### src/rtl/xbus_decoder.sv
// xbus_decoder: address decoder, read mux, per-slot software reset and
// unmapped-access error capture between the xctrl data bus and N_SLOTS peripherals.
module xbus_decoder #(
    parameter int ADDR_W   = 12,
    parameter int DATA_W   = 32,
    parameter int N_SLOTS  = 8,
    parameter int SLOT_AW  = 2,
    parameter int BASE     = 'h100,
    parameter int RST_LEN  = 4,
    parameter int READ_REG = 0
) (
    input  logic                      clk,
    input  logic                      rst,
    input  logic                      data_sel,
    input  logic                      data_we,
    input  logic [ADDR_W-1:0]         data_addr,
    input  logic [DATA_W-1:0]         data_to_wr,
    output logic [DATA_W-1:0]         data_to_rd,
    output logic [N_SLOTS-1:0]        slot_sel,
    output logic                      slot_we,
    output logic [SLOT_AW-1:0]        slot_addr,
    input  logic [N_SLOTS*DATA_W-1:0] slot_rdata,
    output logic [N_SLOTS-1:0]        slot_rst
);

    localparam int IDX_W = ADDR_W - SLOT_AW;
    localparam logic [ADDR_W-1:0] BASE_A = ADDR_W'(BASE);

    logic [ADDR_W-1:0]  off;
    logic               in_range;
    logic [IDX_W-1:0]   idx;
    logic [SLOT_AW-1:0] word;
    logic [N_SLOTS-1:0] hit;
    logic               ctrl_hit;
    logic               unmapped;
    logic               rstctl_wr;
    logic               status_wr;
    logic               fault;

    logic [7:0]         rcnt [N_SLOTS];
    logic [N_SLOTS-1:0] rst_mask;
    logic               err;
    logic [7:0]         err_cnt;
    logic [ADDR_W-1:0]  fault_addr;
    logic [15:0]        status_word;

    logic [DATA_W-1:0]  rd_comb;
    logic [DATA_W-1:0]  rd_data_p1;

    // Write-data bits above the slot count carry no RSTCTL meaning.
    logic               unused_wr_bits;
    assign unused_wr_bits = ^data_to_wr[DATA_W-1:N_SLOTS];

    // Address arithmetic: offset is only meaningful when data_addr >= BASE,
    // so in_range gates every hit and the subtraction never wraps into a slot.
    assign off      = data_addr - BASE_A;
    assign in_range = (data_addr >= BASE_A);
    assign idx      = off[ADDR_W-1:SLOT_AW];
    assign word     = off[SLOT_AW-1:0];
    assign ctrl_hit = in_range && (idx == IDX_W'(N_SLOTS));
    assign unmapped = !(|hit) && !ctrl_hit;

    assign rstctl_wr = data_sel && data_we && ctrl_hit && (word == SLOT_AW'(0));
    assign status_wr = data_sel && data_we && ctrl_hit && (word == SLOT_AW'(1));
    assign fault     = data_sel && unmapped;

    assign slot_sel    = data_sel ? hit : '0;
    assign slot_we     = data_we;
    assign slot_addr   = word;
    assign slot_rst    = {N_SLOTS{rst}} | rst_mask;
    assign status_word = {err_cnt, 7'b0, err};

    // Per-slot hit decode and mask of slots currently held in software reset.
    always_comb begin
        hit      = '0;
        rst_mask = '0;
        for (int i = 0; i < N_SLOTS; i++) begin
            hit[i]      = in_range && (idx == IDX_W'(i));
            rst_mask[i] = (rcnt[i] != 8'd0);
        end
    end

    // Read mux: addressed slot or control register; zero when idle or unmapped.
    always_comb begin
        rd_comb = '0;
        if (data_sel) begin
            for (int i = 0; i < N_SLOTS; i++) begin
                if (hit[i]) rd_comb = slot_rdata[i*DATA_W +: DATA_W];
            end
            if (ctrl_hit) begin
                case (word)
                    SLOT_AW'(0): rd_comb = DATA_W'(rst_mask);
                    SLOT_AW'(1): rd_comb = DATA_W'(status_word);
                    SLOT_AW'(2): rd_comb = DATA_W'(fault_addr);
                    default:     rd_comb = '0;
                endcase
            end
        end
    end

    // Software reset counters: a RSTCTL write (re)loads, otherwise count down to zero.
    always_ff @(posedge clk or posedge rst) begin
        if (rst) begin
            for (int i = 0; i < N_SLOTS; i++) rcnt[i] <= 8'd0;
        end else begin
            for (int i = 0; i < N_SLOTS; i++) begin
                if (rstctl_wr && data_to_wr[i])
                    rcnt[i] <= 8'(RST_LEN);
                else if (rcnt[i] != 8'd0)
                    rcnt[i] <= rcnt[i] - 8'd1;
            end
        end
    end

    // Error capture: sticky flag, saturating count, last faulting address.
    always_ff @(posedge clk or posedge rst) begin
        if (rst) begin
            err        <= 1'b0;
            err_cnt    <= 8'd0;
            fault_addr <= '0;
        end else if (fault) begin
            err        <= 1'b1;
            fault_addr <= data_addr;
            if (err_cnt != 8'hFF) err_cnt <= err_cnt + 8'd1;
        end else if (status_wr) begin
            err     <= 1'b0;
            err_cnt <= 8'd0;
        end
    end

    // Registered read stage: capture on reads only, hold between reads.
    always_ff @(posedge clk or posedge rst) begin
        if (rst)
            rd_data_p1 <= '0;
        else if (data_sel && !data_we)
            rd_data_p1 <= rd_comb;
    end

    assign data_to_rd = (READ_REG != 0) ? rd_data_p1 : rd_comb;

endmodule

### config.mk
export PLATFORM = sky130hd
export DESIGN_NAME = xbus_decoder
export DESIGN_NICKNAME = d
export VERILOG_FILES = /design/src/rtl/xbus_decoder.sv
export SDC_FILE = /design/constraint.sdc
export NUM_CORES = 1
export LEC_CHECK = 0
export BUFFER_PORTS_ARGS = -buffer_cell sky130_fd_sc_hd__buf_2
export CORE_UTILIZATION = 30
export DETAILED_ROUTE_END_ITERATION = 16
export SYNTH_ARGS = -nofsm -noshare
export SYNTH_HDL_FRONTEND = slang
export SYNTH_SLANG_ARGS = --single-unit
### constraint.sdc
create_clock -name clk -period 4 [get_ports clk]
set_clock_uncertainty 0.2 [all_clocks]
set_input_delay 0.4 -clock clk [delete_from_list [all_inputs] [get_ports clk]]
set_output_delay 0.4 -clock clk [all_outputs]
set_load 0.02 [all_outputs]
Yosys cells after proc, flatten, opt, wreduce, memory -nomap -nowiden:

Cells that the tools add are included.

* flip-flop bits (word level): 85
* bits of input ports: 304
* output and inout bits: 51

* add/sub/neg operators: 10
* $lt $le $gt $ge: 1
* equal/unequal tests: 12
* muxes and demuxes: 33
* bitwise logic cells: 1
* reduce and logical (&&, ||, !) cells: 46

Operators with widths (count)
* $mux W32: 10
* $mux W8: 20
* $reduce_bool A8 Y1: 8
* $sub A8 B1 Y8 const B: 8
* $pmux W16 S3: 1
* $eq A10 B3 Y1 const B: 4
* $logic_and A1 B1 Y1: 23
* $eq A10 B2 Y1 const B: 2
* $reduce_bool A2 Y1: 9
* $ge A12 B9 Y1 const B: 1
* $sub A12 B9 Y12 const B: 1
* $eq A10 B1 Y1 const B: 1
* $eq A10 B4 Y1 const B: 1
* $logic_not A10 Y1: 1
* $add A8 B1 Y8 const B: 1
* $ne A8 B8 Y1 const B: 1
* $or A8 B8 Y8: 1
* $reduce_or A8 Y1: 1
* $eq A2 B1 Y1 const B: 1
* $eq A2 B2 Y1 const B: 1
* $logic_not A1 Y1: 2
* $logic_not A2 Y1: 1
* $mux W1: 2
* $ne A2 B1 Y1 const B: 1
* $reduce_and A2 Y1: 1

Depth between registers and ports, before layout:

Gate-level depths: netlist of run 1.

* word-level depth: 13
* gate-level depth with buffers: 9
* gate-level depth less buffers: 7

Worst setup path after synthesis of run 1:

OpenSTA, ideal clock, no wires.

* path type: input to output
* start: input port rst
* end: output port slot_rst[0]
* arrival: 2.953 ns
* setup slack: 0.447 ns
* stages on the path: 2
* buffers on the path: 0
* path through: inv_1 -> nand4_1

* longest elaborated chain between the ends: 1

Ends and longest elaborated chain
* start, declared: line 13 `input logic rst,`
* $or A8 B8 Y8: line 70 `assign slot_rst = {N_SLOTS{rst}} | rst_mask;`
* end, declared: line 23 `output logic [N_SLOTS-1:0] slot_rst`

Every way passes these cells.

Worst setup path after layout of run 1:

* start: input port data_addr[3]
* end: output port data_to_rd[19]

* longest elaborated chain between the ends: 13

Ends and longest elaborated chain
* start, declared: line 16 `input logic [ADDR_W-1:0] data_addr,`
* $sub A12 B9 Y12: line 56 `assign off = data_addr - BASE_A;`
* $logic_not A10 Y1: line 78 `hit[i] = in_range && (idx == IDX_W'(i));`
* $logic_and A1 B1 Y1: line 78
* $mux W32 (8 in a row): line 88 `if (hit[i]) rd_comb = slot_rdata[i*DATA_W +: DATA_W];`
* $mux W32 (*): line 90 `if (ctrl_hit) begin`
* $mux W32 (*): line 86 `if (data_sel) begin`
* end, declared: line 18 `output logic [DATA_W-1:0] data_to_rd,`

Mark *: on every way between the ends. The rest lies on a longest branch, timed or not.

==> out/metrics.csv, run 1 <==
metric,value,unit
initial DRC count,656,
Sw Pwr,0.988,mW
filler instances,2606,
"FFs w/ async S/R, synth",100,%
Post-DP HPWL,27000,microns
hold buffer count at cts,0,
Worst-path clk slew,0.06,ns
syn nets,1305,
CTS tree,built,
dpl ws,0.601,ns
clock power share,27.3,%
Setup WS post-layout,0.483,ns
fin cells,1620,
residual overflow from global routing,0,
WS Path Type,input port to output port,
combinational fraction of design power,27.6,%
post-synth top area cell,dfrtp_1,
Tot Pwr,2.92,mW
"most common cell after layout, fill and taps aside",buf_2,
Core Box Area,0.0246,sq mm
Die W,161,microns
post-CTS setup buffers,0,
DR vias/cell,5.64,
"reg-to-reg slack, setup",1.44,ns
final hold slack,-0.0248,ns
Synth area leaders,"dfrtp_1 28%, a21oi_1 7.9%, nor2_1 4.5%, nand2_1 3.6%, o22ai_1 3.5%",
power density over cell area,296,mW/mm^2
first-pass GRT wire length,50800,microns
via count,9131,
wire per inst,20.8,microns
Inst Count DP,1596,
"Hold Vio Cnt, Final",36,
CP Max Fanout,30,
Root Buffer,clkbuf_16,
Finish-stage setup viols,0,
failing checks,negative hold slack,
initial antenna violation count,12,
Clock Latency Late Sink,0.34,ns
WL final,33700,microns
Syn Inst Count,992,
Row Count,57,
synth warn,0,
Post-synth top flop,dfrtp_1,
count of state elements after synthesis,85,
max_slew headroom,48.2,%
syn avg cell area,7.65,sq um
DRC viols,0,
Worst EP arrival,2.92,ns
cts bufs inserted,9,
maximum clock frequency,284,MHz
max-cap check violation count,0,
outcome,"complete, but fails checks",
share of cells above drive strength 1,32.2,%
I/O pin total,355,
CP Capture Type,output port,
Critical-path top delay cell,nor2b_1,
"Req. time, crit path",3.40,ns
Final Critical Period,3.52,ns
Starting Density,30.9,%
worst min path class,input port to asynchronous set/reset pin,
synthesized area,0.00759,sq mm
CP max stage delay,0.64,ns
Worst Tran Pin Value,0.777,ns
H-tree levels,3,
"EDFF count, synth",0,
Worst setup SP type,input port,
most frequent cells in the layout,"330 x buf_2, 120 x a21oi_1, 91 x nor2_1, 85 x dfrtp_1, 72 x nand2_1",
Tcrit/Tclk final,87.9,%
Post-DRT Antenna Nets,0,
Yosys top cell area share,28.0,%
Cell Int Power,1.94,mW
Pre-antenna DRT Iters,5,
Final Slew Violations,0,
share of power burned in registers,45.1,%
synth-to-layout area growth,29.9,%
leak pwr,4.36,nW
vias in the first global route,8573,
"Critical Path, Cell by Cell",buf_2 > buf_4 > nor2b_1 > nand4_1 > buf_4 > o22ai_1 > o22ai_1 > o211a_1 > buf_2,
Nets,1596,
Die Footprint,0.0260,sq mm
largest net degree at the start of global routing,50,
RSZ-0062 raised after global routing,false,
clock sink count,85,
peak supply drop,0.000214,V
post_cts resized,0,
I/O Buffers,330,
global placer's final weighted congestion,1.00,
Sw Share,33.8,%
Final TNS setup,0,ns
Die H,161,microns
CTS Buffer Depth,2,
sequential-to-total area share from yosys stat,28.0,%
Synth cell types,76,
Tot GR Track Use,25.7,%
cells by family after synthesis:
| group | share of synthesized area [%] |
|---|---|
| adders and majority gates | 1.48 |
| xor gates and xnor gates | 3.92 |
| AOI/OAI and AO/OA | 32.3 |
| and+or+nand+nor | 25.0 |
| muxes | 2.27 |
| buffers and inverters | 7.04 |
| DFF | 28.0 |
cells in the mapped netlist, drive strengths merged (26+ instances only):
master,instances
a211oi,28
a21oi,121
buf,40
clkbuf,46
dfrtp,85
inv,41
nand2,72
nor2,91
nor2b,26
nor3,40
o21ai,37
o22ai,42
worst max-delay path, delay by kind of cell:
kind | cells | cell delay [ns]
simple gates | 2 | 0.80
buf+inv | 4 | 1.08
compound gates | 3 | 0.61
path summary, 6_finish.rpt:
kind	from	endpoint	cells after the start
min in group clk	data_addr[7]	fault_addr[7]	3
hold reg to reg	fault_addr[6]	fault_addr[6]	2
setup / recovery	data_addr[3]	data_to_rd[19]	9
setup reg to reg	rcnt[48]	rcnt[50]	7
max in group asynchronous	rst	fault_addr[8]	3
hold / removal	rst	rcnt[46]	2
through the flow:
stage	util, %	hold slack, ns	instance area, sq um
after detailed placement	38.9	0.263	9570
final	40.1	-0.0248	9870
after global placement	38.9	0.264	9570
after floorplan	-	0.245	7590
after CTS	40.0	0.00246	9840
after global routing	40.1	0.0397	9850
power by group through the flow:
stage	sequential, mW	combinational [mW]	clock (mW)
floorplan	1.27	0.519	0
global placement	1.32	0.783	0
detailed placement	1.33	0.800	0
CTS	1.32	0.803	0.817
global route	1.36	0.897	0.852
finish	1.32	0.807	0.797
flip-flops by register name, indices dropped and copies added (netlist names):
name / count
rcnt: 64
fault_addr: 12
err_cnt: 8
err: 1
routing by layer:
layer,GRT usage [%],part of all wire (%),wire length [microns]
met1,34.0,43,14400
met4,7.08,2.7,917
met3,8.68,11,3630
met2,39.7,44,14800
met5,0,0.13,44
layout make-up:
cell class / instances / area, sq um / share of cell area (%)
Sequential cell: 85 / 2130 / 21.6
Inverter: 41 / 155 / 1.57
Antenna cell: 9 / 22.5 / 0.228
Tap cell: 324 / 405 / 4.11
Clock inverter: 1 / 5.00 / 0.0507
Multi-Input combinational cell: 780 / 4960 / 50.2
Timing Repair Buffer: 366 / 1920 / 19.5
Clock buffer: 14 / 274 / 2.78
Power figures use the tool's default switching activity.
==> run 2: changes to the inputs <==
--- a/config.mk
+++ b/config.mk
@@ -6,8 +6,10 @@
 export NUM_CORES = 1
 export LEC_CHECK = 0
 export BUFFER_PORTS_ARGS = -buffer_cell sky130_fd_sc_hd__buf_2
-export CORE_UTILIZATION = 30
+export CORE_AREA = 2 2 137 139
 export DETAILED_ROUTE_END_ITERATION = 16
+export DIE_AREA = 0 0 139 141
+export PLACE_DENSITY = 0.73
 export SYNTH_ARGS = -nofsm -noshare
 export SYNTH_HDL_FRONTEND = slang
 export SYNTH_SLANG_ARGS = --single-unit
==> out/metrics.csv, run 2 (same netlist as run 1, synthesis figures left out) <==
metric,value,unit
WL final,33900,microns
Worst-path clk slew,0.06,ns
Tot GR Track Use,33.2,%
largest net degree at the start of global routing,45,
worst hold start,data_addr[7],
vias in the first global route,8721,
Sw Pwr,1.01,mW
initial DRC count,1019,
"Req. time, crit path",3.40,ns
"Critical Path, Cell by Cell",buf_2 > nor4b_2 > nand3_1 > nor2_1 > a21oi_1 > a211oi_1 > buf_2,
CTS Buffer Depth,2,
CP max stage delay,0.55,ns
FF/Latch Area,0.00213,sq mm
CP Max Fanout,25,
share of cells above drive strength 1,31.7,%
Tcrit/Tclk final,87.2,%
biggest regs,"rcnt (64), fault_addr (12), err_cnt (8)",
Final Slew Violations,0,
Die Footprint,0.0196,sq mm
global placer's final weighted congestion,0.974,
H-tree levels,3,
share of power burned in registers,43.6,%
DR vias/cell,6.04,
clock power share,29.8,%
initial antenna violation count,16,
Die H,141,microns
Nets,1587,
outcome,completed,
Largest Register,rcnt,
Critical-path top delay cell,nor4b_2,
clock sink count,85,
Row Count,50,
RSZ-0062 raised after global routing,false,
wire per inst,22.3,microns
leak pwr,4.33,nW
final hold slack,0.112,ns
Largest register FFs,64,
Clock Latency Late Sink,0.33,ns
Post-DRT Antenna Nets,0,
DRC viols,0,
I/O Buffers,330,
Worst EP arrival,2.89,ns
peak supply drop,0.000219,V
Starting Density,41.6,%
CP Capture Type,output port,
most frequent cells in the layout,"330 x buf_2, 120 x a21oi_1, 91 x nor2_1, 85 x dfrtp_1, 72 x nand2_1",
synth-to-layout area growth,28.3,%
CTS tree,built,
filler instances,1793,
Core Box Area,0.0183,sq mm
Sw Share,33.2,%
CP most frequent cell,buf_2,
Post-DP HPWL,27000,microns
residual overflow from global routing,0,
Worst Tran Pin Value,0.750,ns
via count,9208,
"most common cell after layout, fill and taps aside",buf_2,
power density over cell area,312,mW/mm^2
Final TNS setup,0,ns
reg2reg start,rcnt[48],
first-pass GRT wire length,50300,microns
Finish-stage setup viols,0,
I/O pin total,355,
"Hold Vio Cnt, Final",0,
Root Buffer,clkbuf_16,
Multi-input gate area,0.00496,sq mm
post_cts resized,0,
Critical path origin,data_addr[5],
cts bufs inserted,9,
Pre-antenna DRT Iters,5,
max_slew headroom,49.9,%
max-cap check violation count,0,
WS Path Type,input port to output port,
Die W,139,microns
worst min path class,input port to flip-flop,
Worst setup SP type,input port,
maximum clock frequency,287,MHz
Final Critical Period,3.49,ns
Cell Int Power,2.03,mW
combinational fraction of design power,26.6,%
[run 2: final timing paths]
path / end / slack [ns] / cells past startpoint
min in group asynchronous: rcnt[55] / 0.52 / 3
max in group asynchronous: rcnt[18] / 2.26 / 4
min reg2reg: fault_addr[6] / 0.28 / 2
min: fault_addr[7] / 0.11 / 3
max reg2reg: rcnt[50] / 1.38 / 7
max: data_to_rd[4] / 0.51 / 7
[run 2: per-layer routing]
metal / wire length [microns] / GRT usage [%] / up-vias
met5: 62 / 0 / -
li1: - / - / 4253
met1: 13600 / 42.4 / 4338
met4: 677 / 6.91 / 10
met3: 3830 / 9.75 / 67
met2: 15700 / 56.0 / 540
[run 2: power by group through the flow]
stage	combinational, mW	clock, mW	sequential (mW)
after floorplan	0.519	0	1.27
after global placement	0.770	0	1.32
after detailed placement	0.795	0	1.33
after CTS	0.802	0.919	1.32
after global routing	0.892	0.956	1.36
final	0.808	0.905	1.32
[run 2: timing repair]
action / in CTS / in global routing
endpoints found under the hold margin: 34 / 0
hold buffers: 1 / 0
buffers inserted: 0 / 0
setup endpoints to repair: 0 / 0
[run 2: critical path: cells and delay by family]
family	cells	cell delay, ns
simple gates	3	1.37
buf+inv	2	0.67
compound gates	2	0.42
[run 2: final cells by class]
cell class                      instances  area share (%)
Timing Repair Buffer                  357            19.1
Inverter                               41            1.59
Sequential cell                        85            21.8
Multi-Input combinational cell        780            50.9
Antenna cell                           11           0.283
Clock buffer                           11            2.49
Tap cell                              234            3.01
Clock inverter                          5           0.861
[run 2: per-stage QoR]
step	setup WS [ns]	std cells	instance area (sq um)	power (mW)	util (%)
finish	0.514	1524	9740	3.04	53.3
global route	0.225	1513	9710	3.21	53.2
CTS	0.572	1513	9710	3.04	53.2
detailed placement	0.573	1496	9380	2.12	51.3
global placement	0.629	1496	9380	2.09	51.3
floorplan	0.447	992	7590	1.79	-
